File: src/rtl/parq_control.sv
// Parking-meter command side: coins -> saturating counter loads, prescaled ticks -> single decrements.
// Optional PARQ_WARN_EN adds a registered low-time 'warn' output. All outputs registered, one-cycle pulses.
module parq_control #(
  parameter int N             = 8,
  parameter int CLKS_PER_TICK = 50000000,
  parameter int COIN_A_VALUE  = 5,
  parameter int COIN_B_VALUE  = 10,
  parameter int MAX_TIME      = 255,
  parameter int WARN_THRESH   = 3
) (
  input  logic         clk,
  input  logic         reset,
  input  logic         coin_a,
  input  logic         coin_b,
  input  logic         cancel,
  input  logic [N-1:0] q,
  input  logic         min_tick,
  output logic         syn_clr,
  output logic         load,
  output logic         en,
  output logic         up,
  output logic [N-1:0] d,
  output logic         running,
`ifdef PARQ_WARN_EN
  output logic         warn,
`endif
  output logic         expired
);

  localparam int PW = (CLKS_PER_TICK > 2) ? $clog2(CLKS_PER_TICK) : 1;
  localparam logic [N+1:0] A_W   = (N+2)'(COIN_A_VALUE);
  localparam logic [N+1:0] B_W   = (N+2)'(COIN_B_VALUE);
  localparam logic [N+1:0] MAX_W = (N+2)'(MAX_TIME);
  localparam logic [PW-1:0] PS_LAST = PW'(CLKS_PER_TICK - 1);

  typedef enum logic [1:0] {IDLE, RUN, EXPIRED} state_t;

  state_t        state;
  logic          coin_a_d1;
  logic          coin_b_d1;
  logic [N:0]    pending_add;
  logic [1:0]    inflight;
  logic [PW-1:0] prescaler;
  logic          dec_pending;

  logic [N+1:0]  evt_sum;
  logic [N+1:0]  add_sum;
  logic [N+1:0]  q_sum;
  logic [N:0]    pending_next;
  logic [N-1:0]  load_val;
  logic          load_issue;
  logic          dec_service;
  logic          terminal;

  assign up = 1'b0;

  always_comb begin
    evt_sum = '0;
    if (coin_a && !coin_a_d1) evt_sum = evt_sum + A_W;
    if (coin_b && !coin_b_d1) evt_sum = evt_sum + B_W;
    load_issue = (pending_add != '0) && (inflight == 2'd0);
    // A load consumes pending_add, so this cycle's coins start a fresh accumulation.
    add_sum = (load_issue ? '0 : {1'b0, pending_add}) + evt_sum;
    pending_next = (add_sum > MAX_W) ? MAX_W[N:0] : add_sum[N:0];
    q_sum = {2'b00, q} + {1'b0, pending_add};
    load_val = (q_sum > MAX_W) ? MAX_W[N-1:0] : q_sum[N-1:0];
    dec_service = dec_pending && (inflight == 2'd0) && !load_issue;
    terminal = (state == RUN) && (prescaler == PS_LAST);
  end

  always_ff @(posedge clk) begin
    if (reset) begin
      state       <= IDLE;
      coin_a_d1   <= 1'b0;
      coin_b_d1   <= 1'b0;
      pending_add <= '0;
      inflight    <= 2'd0;
      prescaler   <= '0;
      dec_pending <= 1'b0;
      syn_clr     <= 1'b0;
      load        <= 1'b0;
      en          <= 1'b0;
      d           <= '0;
      running     <= 1'b0;
      expired     <= 1'b0;
`ifdef PARQ_WARN_EN
      warn        <= 1'b0;
`endif
    end else begin
      coin_a_d1 <= coin_a;
      coin_b_d1 <= coin_b;
      syn_clr   <= 1'b0;
      load      <= 1'b0;
      en        <= 1'b0;
      if (inflight != 2'd0) inflight <= inflight - 2'd1;
`ifdef PARQ_WARN_EN
      warn <= (state == RUN) && (q <= N'(WARN_THRESH));
`endif
      if (cancel) begin
        syn_clr     <= 1'b1;
        pending_add <= '0;
        dec_pending <= 1'b0;
        prescaler   <= '0;
        inflight    <= 2'd2;
        state       <= IDLE;
        running     <= 1'b0;
        expired     <= 1'b0;
      end else begin
        pending_add <= pending_next;
        if (load_issue) begin
          load     <= 1'b1;
          d        <= load_val;
          inflight <= 2'd2;
        end else if (dec_service && (q != '0)) begin
          // Hold off a load until the decrement has landed in q.
          en       <= 1'b1;
          inflight <= 2'd1;
        end
        // A new tick arriving as the old one is serviced must not be lost.
        if (terminal) dec_pending <= 1'b1;
        else if (dec_service) dec_pending <= 1'b0;
        case (state)
          RUN: begin
            if (min_tick && (inflight == 2'd0) && (pending_add == '0)) begin
              state       <= EXPIRED;
              running     <= 1'b0;
              expired     <= 1'b1;
              dec_pending <= 1'b0;
              prescaler   <= '0;
            end else begin
              prescaler <= terminal ? '0 : prescaler + 1'b1;
            end
          end
          default: begin
            prescaler <= '0;
            if ((inflight == 2'd0) && (q != '0)) begin
              state   <= RUN;
              running <= 1'b1;
              expired <= 1'b0;
            end
          end
        endcase
      end
    end
  end

endmodule

File: config.mk
export PLATFORM = sky130hd
export DESIGN_NAME = parq_control
export DESIGN_NICKNAME = d
export VERILOG_FILES = /design/src/rtl/parq_control.sv
export SDC_FILE = /design/constraint.sdc
export NUM_CORES = 1
export LEC_CHECK = 0
export BUFFER_PORTS_ARGS = -buffer_cell sky130_fd_sc_hd__clkbuf_2
export CAP_MARGIN = 20
export CORE_MARGIN = 2
export CORE_UTILIZATION = 30
export CTS_BUF_LIST = sky130_fd_sc_hd__clkbuf_4 sky130_fd_sc_hd__clkbuf_8
export CTS_CLUSTER_SIZE = 20
export DETAILED_ROUTE_END_ITERATION = 8
export GPL_ROUTABILITY_DRIVEN = 0
export GPL_TIMING_DRIVEN = 0
export RECOVER_POWER = 25
export REMOVE_ABC_BUFFERS = 1
export SLEW_MARGIN = 20
export SYNTH_ARGS = -nofsm -noshare
export SYNTH_HDL_FRONTEND = slang
export SYNTH_SLANG_ARGS = --single-unit
File: constraint.sdc
create_clock -name clk -period 2.65 [get_ports clk]
set_input_delay 0 -clock clk [delete_from_list [all_inputs] [get_ports clk]]
set_output_delay 0 -clock clk [all_outputs]
set_load 0.005 [all_outputs]
==> flow_metrics.py, run 1 <==
metrics = {
    "drt": {
        "route.detailed.drc": 0,
        "ant_nets": 0,
        "vias_per_cell": 4.74,
        "wire_per_inst_um": 12.3,
        "drt_iter0_markers": 64,
        "routed_wl_um": 5360,
        "vias": 2071,
        "dr.pass1.iters": 4,
    },
    "global_route": {
        "grt.busiest_layer": "met2",
        "grt_overflow": 0,
        "antenna_found_initial": 0,
        "grt_pass1_vias": 1932,
        "grt_usage": 0.114,
        "gr-usage-met2": 0.187,
        "grt_pass1_wl_um": 9240,
        "grt_max_degree": 26,
        "met3_usage": 0.0202,
        "grt.met1_usage": 0.151,
    },
    "clock_network": {
        "clk_pin_slew_ns": 0.10,
        "cts_tree": "built",
        "clkLatencyLatePin_ns": 0.31,
        "h-tree-depth": 2,
        "cts-root-buf": "clkbuf_8",
        "clock-sinks": 53,
        "clock_path_buffers": 2,
        "numCtsBuffers": 5,
    },
    "finish": {
        "diodes": 0,
        "final_util": 0.340,
        "drive_above_1_share": 0.135,
        "syn2layout_area_growth_pct": 11.8,
        "stdcell_area_um2": 3100,
        "final_cells": 437,
        "finalNetCount": 356,
    },
    "floorplanning": {
        "start_util": 0.304,
        "row_count": 35,
        "die_h_um": 100,
        "die_area_um2": 10000,
        "die_w_um": 100,
        "core-area_um2": 9110,
        "ioPinCount": 28,
    },
    "power": {
        "switchingPower_mw": 0.431,
        "clkPwrFrac": 0.298,
        "power_mw": 1.58,
        "power_frac_comb": 0.161,
        "p_per_area_nw_per_um2": 511,
        "ir_worst_vdd_mv": 0.229,
        "leakage_nw": 1.23,
        "switching_share": 0.272,
        "seqPwrFrac": 0.541,
        "intPower_mw": 1.15,
    },
    "synthesis": {
        "synth_area_um2": 2770,
        "synth_enable_flop_cells": 0,
        "yosys-top-cells-area": "dfxtp_1, xor2_1, ha_1",
        "synthFlopType": "dfxtp_1",
        "synth-seq-cells": 53,
        "syn-instance-count": 295,
        "ys_seq_area_frac": 0.383,
        "ys_warn_count": 0,
        "ys_types": 53,
        "synth_top_area_frac": 0.383,
        "postSynthAreaPerCell_um2": 9.40,
        "synthArstFlopShare": 0,
        "synth_top_area_cell": "dfxtp_1",
    },
    "critical_path": {
        "critPathMaxFanout": 16,
        "slowest_stage": "fa_1",
        "cp_top_family": "adder cells",
        "worstPathRequired_ns": 2.90,
        "arrival_ns": 2.66,
        "endpoint_kind": "flop",
        "crit_chain": "inv_1 -> ha_2 -> nor2b_1 -> ha_1 -> fa_1 -> nand3_1 -> nand2_1 -> and4b_1 -> a211o_1 -> o21ai_0",
        "crit_type": "reg2reg",
        "startpoint_type": "flop",
        "critPathMaxStageDelay_ns": 0.40,
        "crit_buf_inv": 1,
    },
    "place": {
        "io_buffers": 26,
        "dp.final_hpwl_um": 3990,
        "dp_worst_setup_slack_ns": 0.0529,
        "dp_cells": 425,
        "place_area_um2": 2980,
    },
    "timing": {
        "worst_pin_slew_ns": 0.966,
        "fin_crit_ns": 2.41,
        "rsz0062_at_grt": "false",
        "finalSetupViolCount": 0,
        "fmax_mhz": 414,
        "holdWs_ns": 0.0660,
        "min_period_over_period": 0.911,
        "slew_headroom": 0.356,
        "finalClockSkew_ns": 0.00764,
        "setup_tns_ns": 0,
        "fin_ws_ns": 0.236,
        "slew_viol_final": 0,
        "hold_violations": 0,
    },
    "job": {
        "cap_violations": 0,
    },
    "run_status": {
        "status": "completed",
    },
    "min_path": {
        "hold_path_class": "in2reg",
    },
}
[placed cells by master, fill, tap and decap left out, drive strengths merged, types with 3 or more instances in the layout]
cell type and instances:
a211o 3, a211oi 3, a21o 7, a21oi 9
a2bb2oi 8, and3 7, and4 4, clkbuf 32
dfxtp 53, dlygate4sd3 4, ha 15, inv 6
nand2 19, nand2b 10, nand3 13, nand4 8
nor2 38, nor2b 11, nor3 6, nor4 5
o21ai 5, xnor2 14, xor2 23
[path summary, 6_finish.rpt]
check                             startpoint             end  slack, ns  cells past startpoint
worst max-delay path             inflight[0]  pending_add[3]       0.24                     10
worst max register to register   inflight[0]  pending_add[3]       0.24                     10
worst min register to register  prescaler[0]    prescaler[0]       0.45                      1
worst min-delay path                   reset       coin_a_d1       0.07                      2
[final cells by class]
type,count,area [µm²]
Clock inverter,2,15.0
Inverter,6,22.5
Tap cell,111,139
Fill cell,946,6010
Multi-Input combinational cell,229,1630
Clock buffer,6,76.3
Timing Repair Buffer,30,160
Sequential cell,53,1060
[power groups by stage]
stage / registers (mW) / clock network, mW / logic [mW]
global placement: 0.876 / 0 / 0.249
global route: 0.863 / 0.519 / 0.286
floorplan: 0.872 / 0 / 0.180
CTS: 0.858 / 0.489 / 0.259
detailed placement: 0.876 / 0 / 0.254
finish: 0.857 / 0.472 / 0.254
[layer usage]
layer,wire [µm],up-vias
met2,2480,23
met4,84,0
met3,138,6
met1,2660,946
met5,0,-
li1,-,1096
[Yosys cell counts, drive strengths merged, types with 3 or more instances]
| library cell | instances |
|---|---|
| a211o | 3 |
| a211oi | 3 |
| a21o | 7 |
| a21oi | 9 |
| a2bb2oi | 8 |
| and3 | 7 |
| and4 | 4 |
| buf | 5 |
| clkbuf | 3 |
| dfxtp | 53 |
| ha | 15 |
| inv | 6 |
| nand2 | 19 |
| nand2b | 10 |
| nand3 | 13 |
| nand4 | 8 |
| nor2 | 38 |
| nor2b | 11 |
| nor3 | 6 |
| nor4 | 5 |
| o21ai | 5 |
| xnor2 | 14 |
| xor2 | 23 |
[logic make-up after synthesis]
family | after synthesis | share of synthesized area
flip-flops | 53 | 0.383
buffers and inverters | 14 | 0.0329
adder cells (fa/ha/maj) | 17 | 0.0821
XOR/XNOR | 37 | 0.117
AND/OR/NAND/NOR | 127 | 0.262
other | 1 | 0.00135
AO/OA/AOI/OAI | 46 | 0.122
[registers in the layout (all words and copies together) (netlist names), 2 cells and up]
signal	cells
prescaler	26
d	8
pending_add	9
inflight	2
[what timing repair did]
| item | in CTS | in global routing |
|---|---|---|
| gates resized for setup | 0 | 1 |
| hold endpoints to repair | 4 | 0 |
| setup endpoints to repair | 0 | 6 |
| hold buffers | 4 | 0 |
| setup buffers | 0 | 0 |
Note: power is estimated with default switching activity, not from simulation.
==> run 2: changes to the inputs <==
- ABC_AREA: unset -> 1
==> flow_metrics.py, run 2 <==
metrics = {
    "finish": {
        "stdcell_area_um2": 3540,
        "final_util": 0.347,
        "final_common_cell": "nor2_1",
        "drive_above_1_share": 0.124,
        "largest-register": "prescaler",
        "largest_reg_flops": 26,
        "syn2layout_area_growth_pct": 14.1,
        "final_cells": 620,
        "finalNetCount": 514,
        "largestRegisters": "prescaler: 26 flops, pending_add: 9 flops, d: 8 flops",
        "mostFrequentLayoutCells": "nor2_1, nand2_1, inv_1",
        "diodes": 0,
    },
    "power": {
        "power_frac_comb": 0.169,
        "clkPwrFrac": 0.306,
        "switchingPower_mw": 0.478,
        "seqPwrFrac": 0.525,
        "switching_share": 0.297,
        "ir_worst_vdd_mv": 0.203,
        "intPower_mw": 1.13,
        "leakage_nw": 1.45,
        "p_per_area_nw_per_um2": 456,
        "power_mw": 1.61,
    },
    "place": {
        "dp.final_hpwl_um": 4930,
        "place_area_um2": 3360,
        "dp_worst_setup_slack_ns": -0.144,
        "dp_cells": 606,
        "io_buffers": 26,
    },
    "synthesis": {
        "ys_types": 37,
        "yosysMostFrequentCell": "nor2_1",
        "synth_top_area_frac": 0.342,
        "synthArstFlopShare": 0,
        "synth_top_area_cell": "dfxtp_1",
        "ys_warn_count": 0,
        "ys_seq_area_frac": 0.342,
        "synthTopCellsByCount": "nor2_1, nand2_1, inv_1",
        "synthFlopType": "dfxtp_1",
        "syn-instance-count": 450,
        "synth-seq-cells": 53,
        "synth_enable_flop_cells": 0,
        "synth_area_um2": 3100,
        "yosys-top-cells-area": "dfxtp_1, nor2_1, nand2_1",
        "postSynthAreaPerCell_um2": 6.89,
    },
    "timing": {
        "finalSetupViolCount": 0,
        "hold_violations": 0,
        "fin_ws_ns": 0.258,
        "rsz0062_at_grt": "false",
        "fmax_mhz": 418,
        "slew_viol_final": 0,
        "setup_tns_ns": 0,
        "worst_pin_slew_ns": 0.846,
        "finalClockSkew_ns": 0.0166,
        "holdWs_ns": 0.0504,
        "fin_crit_ns": 2.39,
        "slew_headroom": 0.434,
        "min_period_over_period": 0.903,
    },
    "floorplanning": {
        "core-area_um2": 10200,
        "die_area_um2": 11200,
        "start_util": 0.304,
        "row_count": 37,
        "die_w_um": 106,
        "die_h_um": 106,
        "ioPinCount": 28,
    },
    "critical_path": {
        "cp_top_family": "adder cells",
        "crit_chain": "inv_1 -> ha_4 -> inv_4 -> o21bai_4 -> inv_2 -> nor2_1 -> ha_2 -> fa_2 -> nand3_1 -> nand3_2 -> nand4_1 -> xor2_1 -> inv_1 -> nand3_4 -> nor2_1 -> nor2_1",
        "endpoint_kind": "flop",
        "crit_buf_inv": 4,
        "startpoint_type": "flop",
        "crit_type": "reg2reg",
        "arrival_ns": 2.63,
        "worstPathRequired_ns": 2.89,
        "slowest_stage": "fa_2",
        "critPathMaxStageDelay_ns": 0.36,
        "critPathMaxFanout": 9,
        "crit_top_cell": "nor2_1",
    },
    "clock_network": {
        "clock-sinks": 53,
        "cts-root-buf": "clkbuf_8",
        "numCtsBuffers": 5,
        "cts_tree": "built",
        "clock_path_buffers": 2,
        "h-tree-depth": 2,
        "clkLatencyLatePin_ns": 0.31,
        "clk_pin_slew_ns": 0.11,
    },
    "global_route": {
        "grt_usage": 0.120,
        "antenna_found_initial": 0,
        "grt_max_degree": 22,
        "grt_pass1_vias": 2591,
        "grt_overflow": 0,
        "grt_pass1_wl_um": 11200,
    },
    "drt": {
        "drt_iter0_markers": 92,
        "route.detailed.drc": 0,
        "routed_wl_um": 6340,
        "wire_per_inst_um": 10.2,
        "vias_per_cell": 4.36,
        "vias": 2702,
        "ant_nets": 0,
        "dr.pass1.iters": 4,
    },
    "job": {
        "cap_violations": 0,
    },
    "run_status": {
        "status": "completed",
    },
    "min_path": {
        "hold_path_class": "in2reg",
    },
}
## run 2: final timing paths
kind,start,to,slack (ns),depth (start not counted)
worst max-delay path,inflight[0],pending_add[0],0.26,16
worst min-delay path,reset,inflight[1],0.05,2
worst max register to register,inflight[0],pending_add[0],0.26,16
worst min register to register,prescaler[0],prescaler[0],0.45,1
## run 2: logic make-up after synthesis
logic type               after synthesis  synth area share
flip-flops                            53             0.342
other                                  1           0.00121
buffers and inverters                 81             0.105
adder cells (fa/ha/maj)               17            0.0734
AO/OA/AOI/OAI                         39            0.0739
XOR/XNOR                              19            0.0537
AND/OR/NAND/NOR                      240             0.351
## run 2: per-layer routing
| layer | global-route usage | part of all wire | up-vias |
|---|---|---|---|
| met5 | 0 | 0 | - |
| met4 | 0.0226 | 0.0047 | 0 |
| met3 | 0.0235 | 0.031 | 2 |
| met2 | 0.200 | 0.44 | 41 |
| met1 | 0.161 | 0.52 | 1183 |
| li1 | - | - | 1476 |
## run 2: power groups by stage
stage / sequential (mW) / combinational (mW) / clock, mW
after floorplan: 0.862 / 0.186 / 0
after global placement: 0.863 / 0.253 / 0
after detailed placement: 0.864 / 0.258 / 0
after CTS: 0.846 / 0.270 / 0.523
after global routing: 0.850 / 0.314 / 0.552
final: 0.846 / 0.272 / 0.494
## run 2: cell type report
type                            instances  area, µm²
Tap cell                              136        170
Sequential cell                        53       1060
Inverter                               74        280
Timing Repair Buffer                   32        178
Multi-Input combinational cell        317       1750
Fill cell                            1105       6650
Clock buffer                            5       68.8
Clock inverter                          3       28.8
## run 2: what timing repair did
item                                    in CTS  in global routing
endpoints found under the setup margin       8                  8
resized for setup                            2                  8
endpoints found under the hold margin        5                  0
setup buffers                                1                  1
hold buffers                                 4                  0
pin swaps                                    1                  0
==> run 3: changes to the inputs <==
- CTS_CLUSTER_DIAMETER: unset -> 40
- RECOVER_POWER: 25 -> unset
- SKIP_CTS_REPAIR_TIMING: unset -> 1
==> flow_metrics.py, run 3 (synthesis gave the netlist of run 2 again) <==
metrics = {
    "place": {
        "io_buffers": 26,
        "dp_worst_setup_slack_ns": -0.144,
        "dp_cells": 606,
        "dp.final_hpwl_um": 4930,
    },
    "power": {
        "switching_share": 0.294,
        "clkPwrFrac": 0.299,
        "seqPwrFrac": 0.515,
        "switchingPower_mw": 0.482,
        "power_mw": 1.64,
        "power_frac_comb": 0.185,
        "intPower_mw": 1.16,
        "leakage_nw": 1.53,
        "ir_worst_vdd_mv": 0.203,
        "p_per_area_nw_per_um2": 451,
    },
    "finish": {
        "final_common_cell": "nor2_1",
        "largest_reg_flops": 26,
        "diodes": 0,
        "multiInputGateArea_um2": 1750,
        "ff_latch_area_um2": 1070,
        "mostFrequentLayoutCells": "nor2_1, nand2_1, inv_1",
        "largest-register": "prescaler",
        "final_cells": 632,
        "nFillCells": 1090,
        "finalNetCount": 526,
        "drive_above_1_share": 0.169,
        "largestRegisters": "prescaler: 26 flops, pending_add: 9 flops, d: 8 flops",
        "syn2layout_area_growth_pct": 17.4,
    },
    "drt": {
        "ant_nets": 0,
        "dr.pass1.iters": 4,
        "route.detailed.drc": 0,
        "wire_per_inst_um": 10.1,
        "drt_iter0_markers": 94,
        "routed_wl_um": 6410,
        "vias": 2762,
        "vias_per_cell": 4.37,
    },
    "critical_path": {
        "crit_chain": "nor2_2 -> nand3_2 -> o21bai_4 -> inv_2 -> nor2_1 -> ha_2 -> fa_2 -> nand3_1 -> nand3_2 -> nand4_1 -> xor2_1 -> inv_1 -> nand3_4 -> nor2_1 -> nor2_1",
        "startpoint_type": "flop",
        "worstPathRequired_ns": 2.83,
        "endpoint_kind": "flop",
        "crit_type": "reg2reg",
        "arrival_ns": 2.62,
        "critPathMaxFanout": 8,
        "crit_top_cell": "nor2_1",
        "critPathMaxStageDelay_ns": 0.39,
        "cp_top_family": "simple AND/OR/NAND/NOR gates",
        "crit_buf_inv": 2,
        "slowest_stage": "dfxtp_4",
    },
    "timing": {
        "finalSetupViolCount": 0,
        "hold_violations": 0,
        "holdWs_ns": 0.0459,
        "finalClockSkew_ns": 0.0142,
        "worst_pin_slew_ns": 0.845,
        "setup_tns_ns": 0,
        "min_period_over_period": 0.920,
        "slew_viol_final": 0,
        "fmax_mhz": 410,
        "fin_crit_ns": 2.44,
        "fin_ws_ns": 0.212,
        "slew_headroom": 0.435,
    },
    "clock_network": {
        "cts-root-buf": "clkbuf_8",
        "clk_pin_slew_ns": 0.11,
        "clock_path_buffers": 2,
        "clock-sinks": 53,
        "cts_tree": "built",
        "numCtsBuffers": 5,
        "clkLatencyLatePin_ns": 0.31,
        "h-tree-depth": 2,
    },
    "global_route": {
        "grt_pass1_vias": 2564,
        "grt_usage": 0.118,
        "grt_overflow": 0,
        "grt_max_degree": 22,
        "antenna_found_initial": 0,
        "grt_pass1_wl_um": 11100,
    },
    "floorplanning": {
        "ioPinCount": 28,
        "die_area_um2": 11200,
        "core-area_um2": 10200,
        "die_h_um": 106,
        "start_util": 0.304,
        "die_w_um": 106,
        "row_count": 37,
    },
    "run_status": {
        "status": "completed",
    },
    "job": {
        "cap_violations": 0,
    },
    "min_path": {
        "hold_path_class": "in2reg",
    },
}
-- run 3: changes by cell type in the layout (fill, tap and decap cells not counted), moves of 2 or more --
| cell | before | now |
|---|---|---|
| buf_4 | 2 | 14 |
| nor2_1 | 92 | 89 |
| nor2_2 | 4 | 6 |
| clkbuf_1 | 6 | 0 |
| dfxtp_1 | 51 | 48 |
| dfxtp_2 | 2 | 4 |
| clkbuf_2 | 20 | 26 |
-- run 3: path summary, 6_finish.rpt --
kind,slack [ns],endpoint,cells past startpoint,start
worst max-delay path,0.21,pending_add[2],15,pending_add[4]
worst min register to register,0.45,prescaler[0],1,prescaler[0]
worst max register to register,0.21,pending_add[2],15,pending_add[4]
worst min-delay path,0.05,inflight[1],2,reset
-- run 3: power by group through the flow --
| stage | Sequential, mW | Combinational (mW) | Clock (mW) |
|---|---|---|---|
| final | 0.846 | 0.304 | 0.491 |
| after floorplan | 0.862 | 0.186 | 0 |
| after detailed placement | 0.864 | 0.258 | 0 |
| after global placement | 0.863 | 0.253 | 0 |
| after CTS | 0.846 | 0.259 | 0.523 |
| after global routing | 0.850 | 0.347 | 0.552 |
-- run 3: final cells by class --
| class | instances | share of cell area |
|---|---|---|
| clock buffer | 5 | 0.0189 |
| clock inverter | 3 | 0.00790 |
| inverter | 74 | 0.0763 |
| multi-input combinational | 317 | 0.481 |
| sequential | 53 | 0.294 |
| tap | 136 | 0.0467 |
| timing repair buffer | 44 | 0.0756 |
-- run 3: through the flow --
step	instance area, µm²	utilization
3_3_place_gp	3360	0.330
4_1_cts	3450	0.339
5_1_grt	3640	0.357
3_5_place_dp	3360	0.330
2_1_floorplan	3060	-
6_report	3640	0.357
-- run 3: metal layers --
metal / global-route usage / wire (µm)
met5: 0 / 0
met4: 0.0226 / 30
met3: 0.0235 / 201
met2: 0.196 / 2860
met1: 0.160 / 3320
-- run 3: worst register-to-register path: stages (launching register included) --
cell      delay, ns
dfxtp_4        0.39
nor2_2         0.11
nand3_2        0.12
o21bai_4       0.25
inv_2          0.08
nor2_1         0.10
ha_2           0.20
fa_2           0.22
nand3_1        0.09
nand3_2        0.09
nand4_1        0.09
xor2_1         0.17
inv_1          0.09
nand3_4        0.14
nor2_1         0.12
nor2_1         0.05
